==> config.mk <==
export PLATFORM = sky130hd
export DESIGN_NAME = core_mem_responder
export DESIGN_NICKNAME = d
export VERILOG_FILES = /design/src/rtl/mem_resp_pkg.sv /design/src/rtl/mem_resp_watchdog.sv /design/src/rtl/core_mem_responder.sv
export SDC_FILE = /design/constraint.sdc
export NUM_CORES = 1
export LEC_CHECK = 0
export ABC_AREA = 1
export CAP_MARGIN = 40
export CORE_UTILIZATION = 35
export DETAILED_ROUTE_END_ITERATION = 12
export DONT_BUFFER_PORTS = 1
export SETUP_SLACK_MARGIN = 0.15
export SYNTH_ARGS = -nofsm -noshare
export SYNTH_HDL_FRONTEND = slang
export SYNTH_SLANG_ARGS = --single-unit
==> constraint.sdc <==
create_clock -name clk -period 5.15 [get_ports clk]
set_clock_uncertainty 0.2 [all_clocks]
set_input_delay 1.2875 -clock clk [delete_from_list [all_inputs] [get_ports clk]]
set_output_delay 1.2875 -clock clk [all_outputs]
set_load 0.005 [all_outputs]
==> src/rtl/mem_resp_pkg.sv <==
// Shared types and widths for the S1 core memory responder.
package mem_resp_pkg;

  localparam int unsigned WORD_ADDR_W = 30;
  localparam int unsigned DATA_W      = 32;
  localparam int unsigned MASK_W      = DATA_W / 8;
  localparam int unsigned WDOG_W      = 16;

  localparam logic [DATA_W-1:0] NOP = 32'h0000_0013;

  typedef enum logic [2:0] {
    S_RESET,
    S_IFETCH,
    S_DDEC,
    S_DACC,
    S_STEP
  } state_e;

endpackage

==> src/rtl/mem_resp_watchdog.sv <==
// Counts unacknowledged request cycles and flags the cycle the limit is reached.
module mem_resp_watchdog
  import mem_resp_pkg::*;
(
  input  logic              clk,
  input  logic              rst,
  input  logic              clear_i,
  input  logic              count_en_i,
  input  logic [WDOG_W-1:0] limit_i,
  output logic              timeout_c_o
);

  logic [WDOG_W-1:0] cnt_q;
  logic [WDOG_W-1:0] cnt_d;

  // The current waiting cycle is the limit-th one when cnt_q == limit-1.
  assign timeout_c_o = count_en_i && (cnt_q == (limit_i - WDOG_W'(1)));

  always_comb begin
    cnt_d = cnt_q;
    if (clear_i || timeout_c_o) begin
      cnt_d = '0;
    end else if (count_en_i) begin
      cnt_d = cnt_q + WDOG_W'(1);
    end
  end

  always_ff @(posedge clk or posedge rst) begin
    if (rst) begin
      cnt_q <= '0;
    end else begin
      cnt_q <= cnt_d;
    end
  end

endmodule

==> src/rtl/core_mem_responder.sv <==
// Sequences instruction fetch and data access for the S1 core over one shared
// memory port and issues one clk_en pulse per completed core step.
module core_mem_responder
  import mem_resp_pkg::*;
#(
  parameter logic [DATA_W-1:0] NOP_INST    = NOP,
  parameter int unsigned       ACK_TIMEOUT = 64,
  parameter logic [DATA_W-1:0] ERR_RDATA   = 32'hFFFF_FFFF
) (
  input  logic                   clk,
  input  logic                   rst,
  input  logic [WORD_ADDR_W-1:0] core_inst_addr,
  input  logic                   core_req_raw,
  input  logic                   core_we_raw,
  input  logic [MASK_W-1:0]      core_mask,
  input  logic [DATA_W-1:0]      core_wdata,
  input  logic [WORD_ADDR_W-1:0] core_data_addr,
  output logic [DATA_W-1:0]      core_inst,
  output logic [DATA_W-1:0]      core_rdata,
  output logic                   core_clk_en,
  output logic                   bm_req,
  output logic                   bm_we,
  output logic [WORD_ADDR_W-1:0] bm_addr,
  output logic [MASK_W-1:0]      bm_wmask,
  output logic [DATA_W-1:0]      bm_wdata,
  input  logic [DATA_W-1:0]      bm_rdata,
  input  logic                   bm_ack,
  output logic                   bus_err
);

  state_e            state_q;
  logic [DATA_W-1:0] core_inst_q;
  logic [DATA_W-1:0] core_rdata_q;
  logic              clk_en_q;
  logic              bus_err_q;
  logic              timeout_c;

  assign core_inst   = core_inst_q;
  assign core_rdata  = core_rdata_q;
  assign core_clk_en = clk_en_q;
  assign bus_err     = bus_err_q;

  // Memory request decode; write fields are zero whenever no request is active.
  always_comb begin
    bm_req   = 1'b0;
    bm_we    = 1'b0;
    bm_addr  = '0;
    bm_wmask = '0;
    bm_wdata = '0;
    case (state_q)
      S_IFETCH: begin
        bm_req  = 1'b1;
        bm_addr = core_inst_addr;
      end
      S_DACC: begin
        bm_req   = 1'b1;
        bm_we    = core_we_raw;
        bm_addr  = core_data_addr;
        bm_wmask = core_mask;
        bm_wdata = core_wdata;
      end
      default: ;
    endcase
  end

  mem_resp_watchdog u_watchdog (
    .clk         (clk),
    .rst         (rst),
    .clear_i     (!bm_req || bm_ack),
    .count_en_i  (bm_req && !bm_ack),
    .limit_i     (WDOG_W'(ACK_TIMEOUT)),
    .timeout_c_o (timeout_c)
  );

  // Step sequencer; a timeout completes the access as if acked, ack wins a tie.
  always_ff @(posedge clk or posedge rst) begin
    if (rst) begin
      state_q      <= S_RESET;
      core_inst_q  <= NOP_INST;
      core_rdata_q <= '0;
      clk_en_q     <= 1'b0;
      bus_err_q    <= 1'b0;
    end else begin
      clk_en_q <= 1'b0;
      case (state_q)
        S_RESET: state_q <= S_IFETCH;
        S_IFETCH: begin
          if (bm_ack) begin
            core_inst_q <= bm_rdata;
            state_q     <= S_DDEC;
          end else if (timeout_c) begin
            core_inst_q <= NOP_INST;
            bus_err_q   <= 1'b1;
            state_q     <= S_DDEC;
          end
        end
        S_DDEC: begin
          if (core_req_raw) begin
            state_q <= S_DACC;
          end else begin
            state_q  <= S_STEP;
            clk_en_q <= 1'b1;
          end
        end
        S_DACC: begin
          if (bm_ack || timeout_c) begin
            if (!core_we_raw) begin
              core_rdata_q <= bm_ack ? bm_rdata : ERR_RDATA;
            end
            if (!bm_ack) begin
              bus_err_q <= 1'b1;
            end
            state_q  <= S_STEP;
            clk_en_q <= 1'b1;
          end
        end
        S_STEP:  state_q <= S_IFETCH;
        default: state_q <= S_RESET;
      endcase
    end
  end

endmodule

==> impl_metrics.env, run 1 <==
export IMPL_wl_per_cell_microns=19.66
export IMPL_drv_slew=0
export IMPL_period_needed_ns=3.448
export IMPL_syn_inst=557
export IMPL_grt_pass1_vias=3554
export IMPL_path_clk_slew_ns=0.06
export IMPL_finalSetupTns_ns=0
export IMPL_worst_ep_required_time_ns=3.66
export IMPL_antenna_found_initial=0
export IMPL_slew_headroom_pct=45.90
export IMPL_n_fill_cell=1257
export IMPL_post_route_period_util_pct=66.95
export IMPL_start_util_pct=36.40
export IMPL_firstDrtPassIters=4
export IMPL_synth_edff_count=0
export IMPL_final_hold_viol_count=0
export IMPL_r2r_slack_ns=2.66
export IMPL_cpMaxStageDelayCell="buf_4"
export IMPL_cellPowerDensity_nw_per_um2=547.2
export IMPL_timing_fmax_mhz=290.0
export IMPL_regArea_sq_um=2131
export IMPL_tightest_slew_ns=0.8096
export IMPL_vias=3744
export IMPL_drive_above_1_share_pct=7.509
export IMPL_viasPerCell=5.244
export IMPL_die_w_microns=114.5
export IMPL_grt_usage_pct=21.82
export IMPL_root_buffer="clkbuf_16"
export IMPL_insertion_delay_ns=0.33
export IMPL_synth_avg_cell_area_sq_um=7.947
export IMPL_finalSetupViolCount=0
export IMPL_cpPeakStageDelay_ns=0.59
export IMPL_syn_to_final_growth_pct=9.440
export IMPL_synth_top_area_share_pct=46.35
export IMPL_cts_tree="done"
export IMPL_synth_cell_types=31
export IMPL_start_kind="flip-flop"
export IMPL_cp_cell_sequence="inv_1 > nand2_2 > nor2_4 > buf_4 > a22o_1"
export IMPL_rsz0062_at_grt="no"
export IMPL_cts_sinks=85
export IMPL_post_cts_resized=0
export IMPL_grt_start_max_net_pins=65
export IMPL_leakage_nw=2.476
export IMPL_diodes=0
export IMPL_synth_top_area_cell="dfrtp_1"
export IMPL_peakVddDrop_mv=0.2380
export IMPL_ys_async_sr_fraction_pct=100.0
export IMPL_min_path_type="reg -> reg"
export IMPL_synth_seq_cells=85
export IMPL_syn_num_nets=691
export IMPL_row_count=40
export IMPL_place_ws_ns=1.878
export IMPL_yosysWarningCount=0
export IMPL_crit_path_end="bm_addr[0]"
export IMPL_drt_iter0_drc=252
export IMPL_dp_hpwl_microns=10800
export IMPL_clock_path_buffers=2
export IMPL_gp_congestion=0.8488
export IMPL_cts_buffers=9
export IMPL_layout_nets=675
export IMPL_synth_seq_area_share_pct=48.13
export IMPL_htreeDepth=3
export IMPL_yosys_top_cells_area="dfrtp_1 46%, nand2_1 13%, inv_1 6.7%"
export IMPL_crit_path_max_fanout=64
export IMPL_boundaryPins=267
export IMPL_drc=0
export IMPL_synth_ff_type="dfrtp_1"
export IMPL_rr_worst_depth=6
export IMPL_critPathLaunch="state_q[2]$_DFFE_PP0P_"
export IMPL_fin_ws_ns=1.702
export IMPL_postCtsSetupBuffers=0
export IMPL_r2r_end="core_inst[9]$_DFFE_PP0P_"
export IMPL_r2r_start="state_q[2]$_DFFE_PP0P_"
export IMPL_ant_nets=0
export IMPL_ctsHoldBuffers=0
export IMPL_crit_type="reg -> out"
export IMPL_worst_setup_path_end_kind="output pin"
export IMPL_power_mw=2.651
export IMPL_core_area_sq_um=12160
export IMPL_grt_pass1_wl_microns=21180
export IMPL_routed_wl_microns=14040
export IMPL_grt_overflow=0
export IMPL_maxCapViolations=0
export IMPL_crit_arrival_ns=1.96
export IMPL_dieArea_sq_um=13100
export IMPL_multi_input_area_sq_um=1794
export IMPL_status="completed"
export IMPL_place_port_buffers=0
export IMPL_netlist_area_sq_um=4427
export IMPL_die_height_microns=114.5
## through the flow
step | hold WS (ns) | utilization (%) | area, sq um | std cells
floorplan | 0.2513 | - | 4427 | 557
finish | 0.2956 | 39.84 | 4845 | 714
global route | 0.3139 | 39.84 | 4845 | 714
detailed placement | 0.2883 | 37.35 | 4542 | 698
global placement | 0.2626 | 36.73 | 4467 | 695
CTS | 0.2986 | 39.84 | 4845 | 714
## report_power, final
| group | total (mW) | leakage (nW) | switching [mW] | internal, mW |
|---|---|---|---|---|
| sequential | 1.17 | 1.07 | 0.232 | 0.934 |
| clock | 0.653 | 0.146 | 0.263 | 0.390 |
| combinational | 0.832 | 1.26 | 0.542 | 0.290 |
| total | 2.65 | 2.48 | 1.04 | 1.61 |
## flip-flops by register name, indices dropped and copies added, names as in the netlist
| name | count |
|---|---|
| bus_err | 1 |
| core_clk_en | 1 |
| core_inst | 32 |
| core_rdata | 32 |
| state_q | 3 |
| u_watchdog.cnt_q | 16 |
## cells in the final DEF, fill, tap and decap left out, types with 2 or more instances in the layout
master / n
o21ai_2: 3
nand2_4: 2
clkinv_2: 2
nor2_4: 2
nand2_1: 148
inv_2: 2
dfrtp_1: 82
buf_16: 2
nor2_2: 3
clkbuf_16: 9
nor3_1: 2
inv_1: 78
a22o_1: 30
xnor2_1: 4
xor2_1: 9
clkinv_4: 2
nor2_1: 73
o41ai_1: 2
nand3_2: 2
buf_4: 3
dfstp_2: 3
o21ai_0: 7
nand3_1: 8
nand4_1: 33
o21ai_1: 24
## cell families after synthesis
logic type | after synthesis | synth area share [%]
compound gates | 68 | 10.71
flops | 85 | 48.13
fa+ha+maj | 1 | 0.2826
xor+xnor | 13 | 2.572
buf+inv | 115 | 11.50
simple gates | 275 | 26.80
## cells in the mapped netlist, types with 7 or more instances
library cell	n
dfrtp_1	82
nand4_1	33
nand3_1	8
clkbuf_1	7
o21ai_1	24
a22o_1	30
nand2_1	148
buf_2	14
o21ai_0	7
xor2_1	9
inv_1	79
nor2_1	74
## worst max-delay path, delay by kind of cell (launching register included)
family	cells	cell delay, ns
AOI/OAI and AO/OA	1	0.30
buffers and inverters	2	0.68
DFF	1	0.40
and+or+nand+nor	2	0.24
## routing by layer
layer	share of wire [%]	global-route usage, %
met1	40	26.86
met3	7.5	6.141
met2	52	37.78
met4	0.78	5.195
met5	0	0
## cell type report
cell class              count  area share (%)
well taps                 168           4.339
inverters                  82           6.379
multi-input cells         357           37.04
flip-flops and latches     85           43.98
repair buffers              6           2.014
clock buffers              11           5.010
clock inverters             5           1.240
## worst min-delay path by stage
stage | start | depth (start not counted) | slack [ns] | end
final | core_inst[0]$_DFFE_PP1P_ | 2 | 0.30 | core_inst[0]$_DFFE_PP1P_
after global routing | u_watchdog.cnt_q[0]$_DFFE_PP0P_ | 1 | 0.31 | u_watchdog.cnt_q[0]$_DFFE_PP0P_
after CTS | core_inst[0]$_DFFE_PP1P_ | 2 | 0.30 | core_inst[0]$_DFFE_PP1P_
after detailed placement | core_inst[0]$_DFFE_PP1P_ | 2 | 0.29 | core_inst[0]$_DFFE_PP1P_
after global placement | state_q[2]$_DFFE_PP0P_ | 1 | 0.26 | core_clk_en$_DFF_PP0_
after floorplan | state_q[2]$_DFFE_PP0P_ | 1 | 0.25 | core_clk_en$_DFF_PP0_
(Power assumes the default switching activity.)
==> run 2, diff against run 1 <==
clock period = 3.2 ns   (was 5.15 ns; I/O delays follow)
==> run 2 against run 1 <==
First-iteration DRC count down 0.40%. Critical path depth down 1. Total power up 61%. Critical endpoint is now bm_addr[9]. Highest routed layer unchanged.
==> impl_metrics.env, run 2 (synthesized netlist as in run 1, its figures left out) <==
export IMPL_place_port_buffers=0
export IMPL_wl_met2_microns=7430
export IMPL_die_w_microns=114.5
export IMPL_combPwrFrac_pct=32.0
export IMPL_p_clk_share_pct=24.1
export IMPL_dr_max_layer_used="met4"
export IMPL_crit_path_max_fanout=31
export IMPL_finalSetupTns_ns=0
export IMPL_drt_iter0_drc=251
export IMPL_insertion_delay_ns=0.34
export IMPL_rsz0062_at_grt="no"
export IMPL_sw_frac_of_total_pct=38.85
export IMPL_r2r_slack_ns=0.80
export IMPL_dp_hpwl_microns=11020
export IMPL_gp_congestion=0.8557
export IMPL_diodes=0
export IMPL_htreeDepth=3
export IMPL_placedCellCount=701
export IMPL_grt_pass1_wl_microns=21330
export IMPL_start_util_pct=36.40
export IMPL_die_height_microns=114.5
export IMPL_crit_arrival_ns=1.89
export IMPL_routed_wl_microns=14350
export IMPL_wl_met1_microns=5749
export IMPL_firstDrtPassIters=6
export IMPL_worst_setup_path_end_kind="output pin"
export IMPL_vias=3760
export IMPL_final_cells=717
export IMPL_critPathLaunch="state_q[2]$_DFFE_PP0P_"
export IMPL_row_count=40
export IMPL_timing_fmax_mhz=345.9
export IMPL_start_kind="flip-flop"
export IMPL_core_area_sq_um=12160
export IMPL_grt_pass1_vias=3647
export IMPL_syn_to_final_growth_pct=9.921
export IMPL_root_buffer="clkbuf_16"
export IMPL_cts_tree="done"
export IMPL_wl_met3_microns=874
export IMPL_maxCapViolations=0
export IMPL_crit_type="reg -> out"
export IMPL_cts_sinks=85
export IMPL_switchingPower_mw=1.661
export IMPL_grt_start_max_net_pins=65
export IMPL_dieArea_sq_um=13100
export IMPL_r2r_start="state_q[2]$_DFFE_PP0P_"
export IMPL_sequentialPowerShare_pct=43.9
export IMPL_holdWs_ns=0.1060
export IMPL_finalSetupViolCount=0
export IMPL_grt_overflow=0
export IMPL_tightest_slew_ns=0.7285
export IMPL_peakVddDrop_mv=0.3469
export IMPL_clock_path_buffers=2
export IMPL_post_route_period_util_pct=90.35
export IMPL_grt_usage_pct=22.37
export IMPL_slew_headroom_pct=51.32
export IMPL_layout_commonest_cell="nand2_1"
export IMPL_cts_buffers=9
export IMPL_drv_slew=0
export IMPL_drive_above_1_share_pct=7.650
export IMPL_n_fill_cell=1245
export IMPL_intPower_mw=2.615
export IMPL_wl_per_cell_microns=20.02
export IMPL_cellPowerDensity_nw_per_um2=878.9
export IMPL_antenna_found_initial=0
export IMPL_mostFrequentLayoutCells="148 x nand2_1, 82 x dfrtp_1, 78 x inv_1"
export IMPL_layout_nets=678
export IMPL_rr_worst_depth=7
export IMPL_final_hold_viol_count=0
export IMPL_boundaryPins=267
export IMPL_ant_nets=0
export IMPL_status="completed"
export IMPL_period_needed_ns=2.891
export IMPL_drc=0
export IMPL_leakage_nw=2.479
export IMPL_worst_ep_required_time_ns=2.20
export IMPL_crit_path_end="bm_addr[9]"
export IMPL_min_path_type="in -> async"
export IMPL_viasPerCell=5.244
export IMPL_r2r_end="core_inst[8]$_DFFE_PP0P_"
export IMPL_path_clk_slew_ns=0.06
## run 2: cell count changes in the layout (fill, tap and decap cells not counted), sizes merged
cell	change
clkinvlp	+2
clkinv	-4
clkbuf	+2
buf	+3
## run 2: timing repair
item,4_1_cts,5_1_grt
setup endpoints to repair,0,2
gates resized for setup,0,1
hold buffers,0,0
setup buffers,0,0
## run 2: worst min-delay path by stage
| stage | start | endpoint | cells after the start | slack, ns |
|---|---|---|---|---|
| after floorplan | state_q[2]$_DFFE_PP0P_ | core_clk_en$_DFF_PP0_ | 1 | 0.25 |
| after global placement | state_q[2]$_DFFE_PP0P_ | state_q[2]$_DFFE_PP0P_ | 1 | 0.27 |
| after detailed placement | u_watchdog.cnt_q[0]$_DFFE_PP0P_ | u_watchdog.cnt_q[0]$_DFFE_PP0P_ | 1 | 0.29 |
| after CTS | rst | core_rdata[14]$_DFFE_PP0P_ | 1 | 0.10 |
| after global routing | rst | core_rdata[14]$_DFFE_PP0P_ | 1 | 0.12 |
| final | rst | core_rdata[14]$_DFFE_PP0P_ | 1 | 0.11 |
## run 2: cell type report
| class | instances | area (sq um) | area share (%) |
|---|---|---|---|
| Sequential cell | 85 | 2131 | 43.79 |
| Multi-Input combinational cell | 357 | 1794 | 36.87 |
| Inverter | 82 | 311.5 | 6.403 |
| Clock buffer | 13 | 250.2 | 5.143 |
| Tap cell | 168 | 210.2 | 4.320 |
| Timing Repair Buffer | 9 | 123.9 | 2.546 |
| Clock inverter | 3 | 45.04 | 0.9257 |
## run 2: critical path: stages, from the launching register on
cell	delay, ns
dfrtp_1	0.40
inv_1	0.09
nand2_2	0.12
nor2_4	0.58
a22o_1	0.35
## run 2: power by group through the flow
stage                     clock, mW  sequential, mW  combinational (mW)
after floorplan                   0            1.76                1.10
after global placement            0            1.89                1.28
after detailed placement          0            1.89                1.38
after CTS                      1.06            1.88                1.39
after global routing           1.10            1.92                1.54
final                          1.03            1.88                1.37
## run 2: per-layer routing
metal  GRT usage [%]  up-vias
met5               0        -
met3           5.558       19
met1           26.63     1845
met2           39.60      165
met4           6.926        0
li1                -     1731
## run 2: metrics by stage
stage               setup slack, ns  util (%)  cell area, sq um  total power [mW]
floorplan                    0.8744         -              4431             2.863
global placement             0.5472     37.10              4512             3.162
detailed placement           0.5662     37.55              4567             3.277
CTS                          0.1902     39.98              4862             4.327
global route                 0.2131     40.01              4866             4.562
finish                       0.3089     40.01              4866             4.276
==> run 3, diff against run 2 <==
RECOVER_POWER = 100   (was unset)
==> run 3 against run 2 <==
The run now ends with capacitance limit, slew limit left. Register-to-register slack worse by 0.36 ns. Clock-buffer cell count unchanged. Final cell count unchanged. Die area unchanged. Core utilization decreased by 0.42 points. Wire length increased by 0.24%. Sequential cell count is the same. Critical path type unchanged.
==> impl_metrics.env, run 3 (synthesized netlist as in run 1, its figures left out) <==
export IMPL_status="finished, violations left"
export IMPL_violations="capacitance limit, slew limit"
export IMPL_maxCapViolations=1
export IMPL_grt_start_max_net_pins=65
export IMPL_final_hold_viol_count=0
export IMPL_start_kind="flip-flop"
export IMPL_timing_fmax_mhz=337.9
export IMPL_ant_nets=0
export IMPL_grt_usage_pct=22.37
export IMPL_dp_hpwl_microns=11020
export IMPL_post_cts_resized=0
export IMPL_cellPowerDensity_nw_per_um2=876.5
export IMPL_syn_to_final_growth_pct=8.762
export IMPL_rsz0062_at_grt="no"
export IMPL_r2r_end="core_rdata[20]$_DFFE_PP0P_"
export IMPL_antenna_found_initial=0
export IMPL_period_needed_ns=2.959
export IMPL_layout_commonest_cell="nand2_1"
export IMPL_grt_pass1_wl_microns=21330
export IMPL_diodes=0
export IMPL_vias=3773
export IMPL_postCtsSetupBuffers=0
export IMPL_crit_arrival_ns=1.96
export IMPL_firstDrtPassIters=6
export IMPL_cts_sinks=85
export IMPL_mostFrequentLayoutCells="149 x nand2_1, 82 x dfrtp_1, 78 x inv_1"
export IMPL_cts_tree="done"
export IMPL_drive_above_1_share_pct=5.829
export IMPL_grt_pass1_vias=3647
export IMPL_boundaryPins=267
export IMPL_insertion_delay_ns=0.34
export IMPL_path_clk_slew_ns=0.06
export IMPL_htreeDepth=3
export IMPL_r2r_start="u_watchdog.cnt_q[0]$_DFFE_PP0P_"
export IMPL_post_route_period_util_pct=92.47
export IMPL_tightest_slew_ns=1.533
export IMPL_routed_wl_microns=14390
export IMPL_worst_ep_required_time_ns=2.20
export IMPL_drt_iter0_drc=295
export IMPL_root_buffer="clkbuf_16"
export IMPL_layout_nets=678
export IMPL_grt_overflow=0
export IMPL_cpPeakStageDelay_ns=0.47
export IMPL_final_cell_area_sq_um=4815
export IMPL_viasPerCell=5.262
export IMPL_dpl_instance_area_sq_um=4567
export IMPL_worst_setup_path_end_kind="output pin"
export IMPL_ctsHoldBuffers=0
export IMPL_min_path_type="in -> async"
export IMPL_gp_congestion=0.8557
export IMPL_core_area_sq_um=12160
export IMPL_finalSetupViolCount=0
export IMPL_wl_per_cell_microns=20.06
export IMPL_rr_worst_depth=8
export IMPL_die_height_microns=114.5
export IMPL_worst_path_buf_inv=2
export IMPL_peakVddDrop_mv=0.3440
export IMPL_finalSetupTns_ns=0
export IMPL_cp_cell_sequence="inv_1 > nand2_1 > nor2_1 > buf_6 > a22o_1"
export IMPL_dieArea_sq_um=13100
export IMPL_crit_type="reg -> out"
export IMPL_place_port_buffers=0
export IMPL_crit_path_max_fanout=64
export IMPL_start_util_pct=36.40
export IMPL_die_w_microns=114.5
export IMPL_utilization_pct=39.59
export IMPL_drc=0
export IMPL_cts_buffers=9
export IMPL_slew_headroom_pct=-2.184
export IMPL_drv_slew=28
export IMPL_cpMaxStageDelayCell="buf_6"
export IMPL_n_fill_cell=1257
export IMPL_critical_path_top_delay_family="buffers and inverters"
export IMPL_r2r_slack_ns=0.44
export IMPL_row_count=40
export IMPL_clock_path_buffers=2
export IMPL_leakage_nw=2.465
## run 3: per-stage QoR
stage               worst slack, ns  cells  hold WS, ns  power, mW
floorplan                    0.8744    557       0.2513      2.863
global placement             0.5472    699       0.2746      3.162
detailed placement           0.5662    701       0.2863      3.277
CTS                          0.1902    717       0.1033      4.327
global route                 0.1353    717       0.2348      4.505
finish                       0.2409    717       0.1961      4.220
## run 3: routing by layer
metal	up-vias	GRT usage, %	part of all wire [%]
met5	-	0	0
met4	0	6.926	1.7
met3	15	5.558	6.3
met2	175	39.60	52
met1	1852	26.63	40
li1	1731	-	-
## run 3: final cells by class
type	count	area, sq um	share of cell area [%]
repair buffers	9	105.1	2.183
clock inverters	3	45.04	0.9356
inverters	82	309.0	6.419
flip-flops and latches	85	2131	44.26
multi-input cells	357	1764	36.64
clock buffers	13	250.2	5.198
well taps	168	210.2	4.366
## run 3: worst max-delay path by stage
stage / from / endpoint / slack [ns] / cells past startpoint
6_report: state_q[2]$_DFFE_PP0P_ / bm_addr[9] / 0.24 / 5
5_1_grt: u_watchdog.cnt_q[0]$_DFFE_PP0P_ / core_rdata[3]$_DFFE_PP0P_ / 0.14 / 8
4_1_cts: state_q[2]$_DFFE_PP0P_ / bm_addr[9] / 0.19 / 5
3_5_place_dp: state_q[2]$_DFFE_PP0P_ / bm_addr[9] / 0.57 / 5
3_3_place_gp: state_q[0]$_DFFE_PP0P_ / bm_we / 0.55 / 5
2_1_floorplan: core_we_raw / bm_we / 0.87 / 3
## run 3: power breakdown
group / leakage [nW] / internal, mW / switching [mW]
sequential: 1.07 / 1.50 / 0.372
combinational: 1.26 / 0.460 / 0.860
clock: 0.136 / 0.627 / 0.404
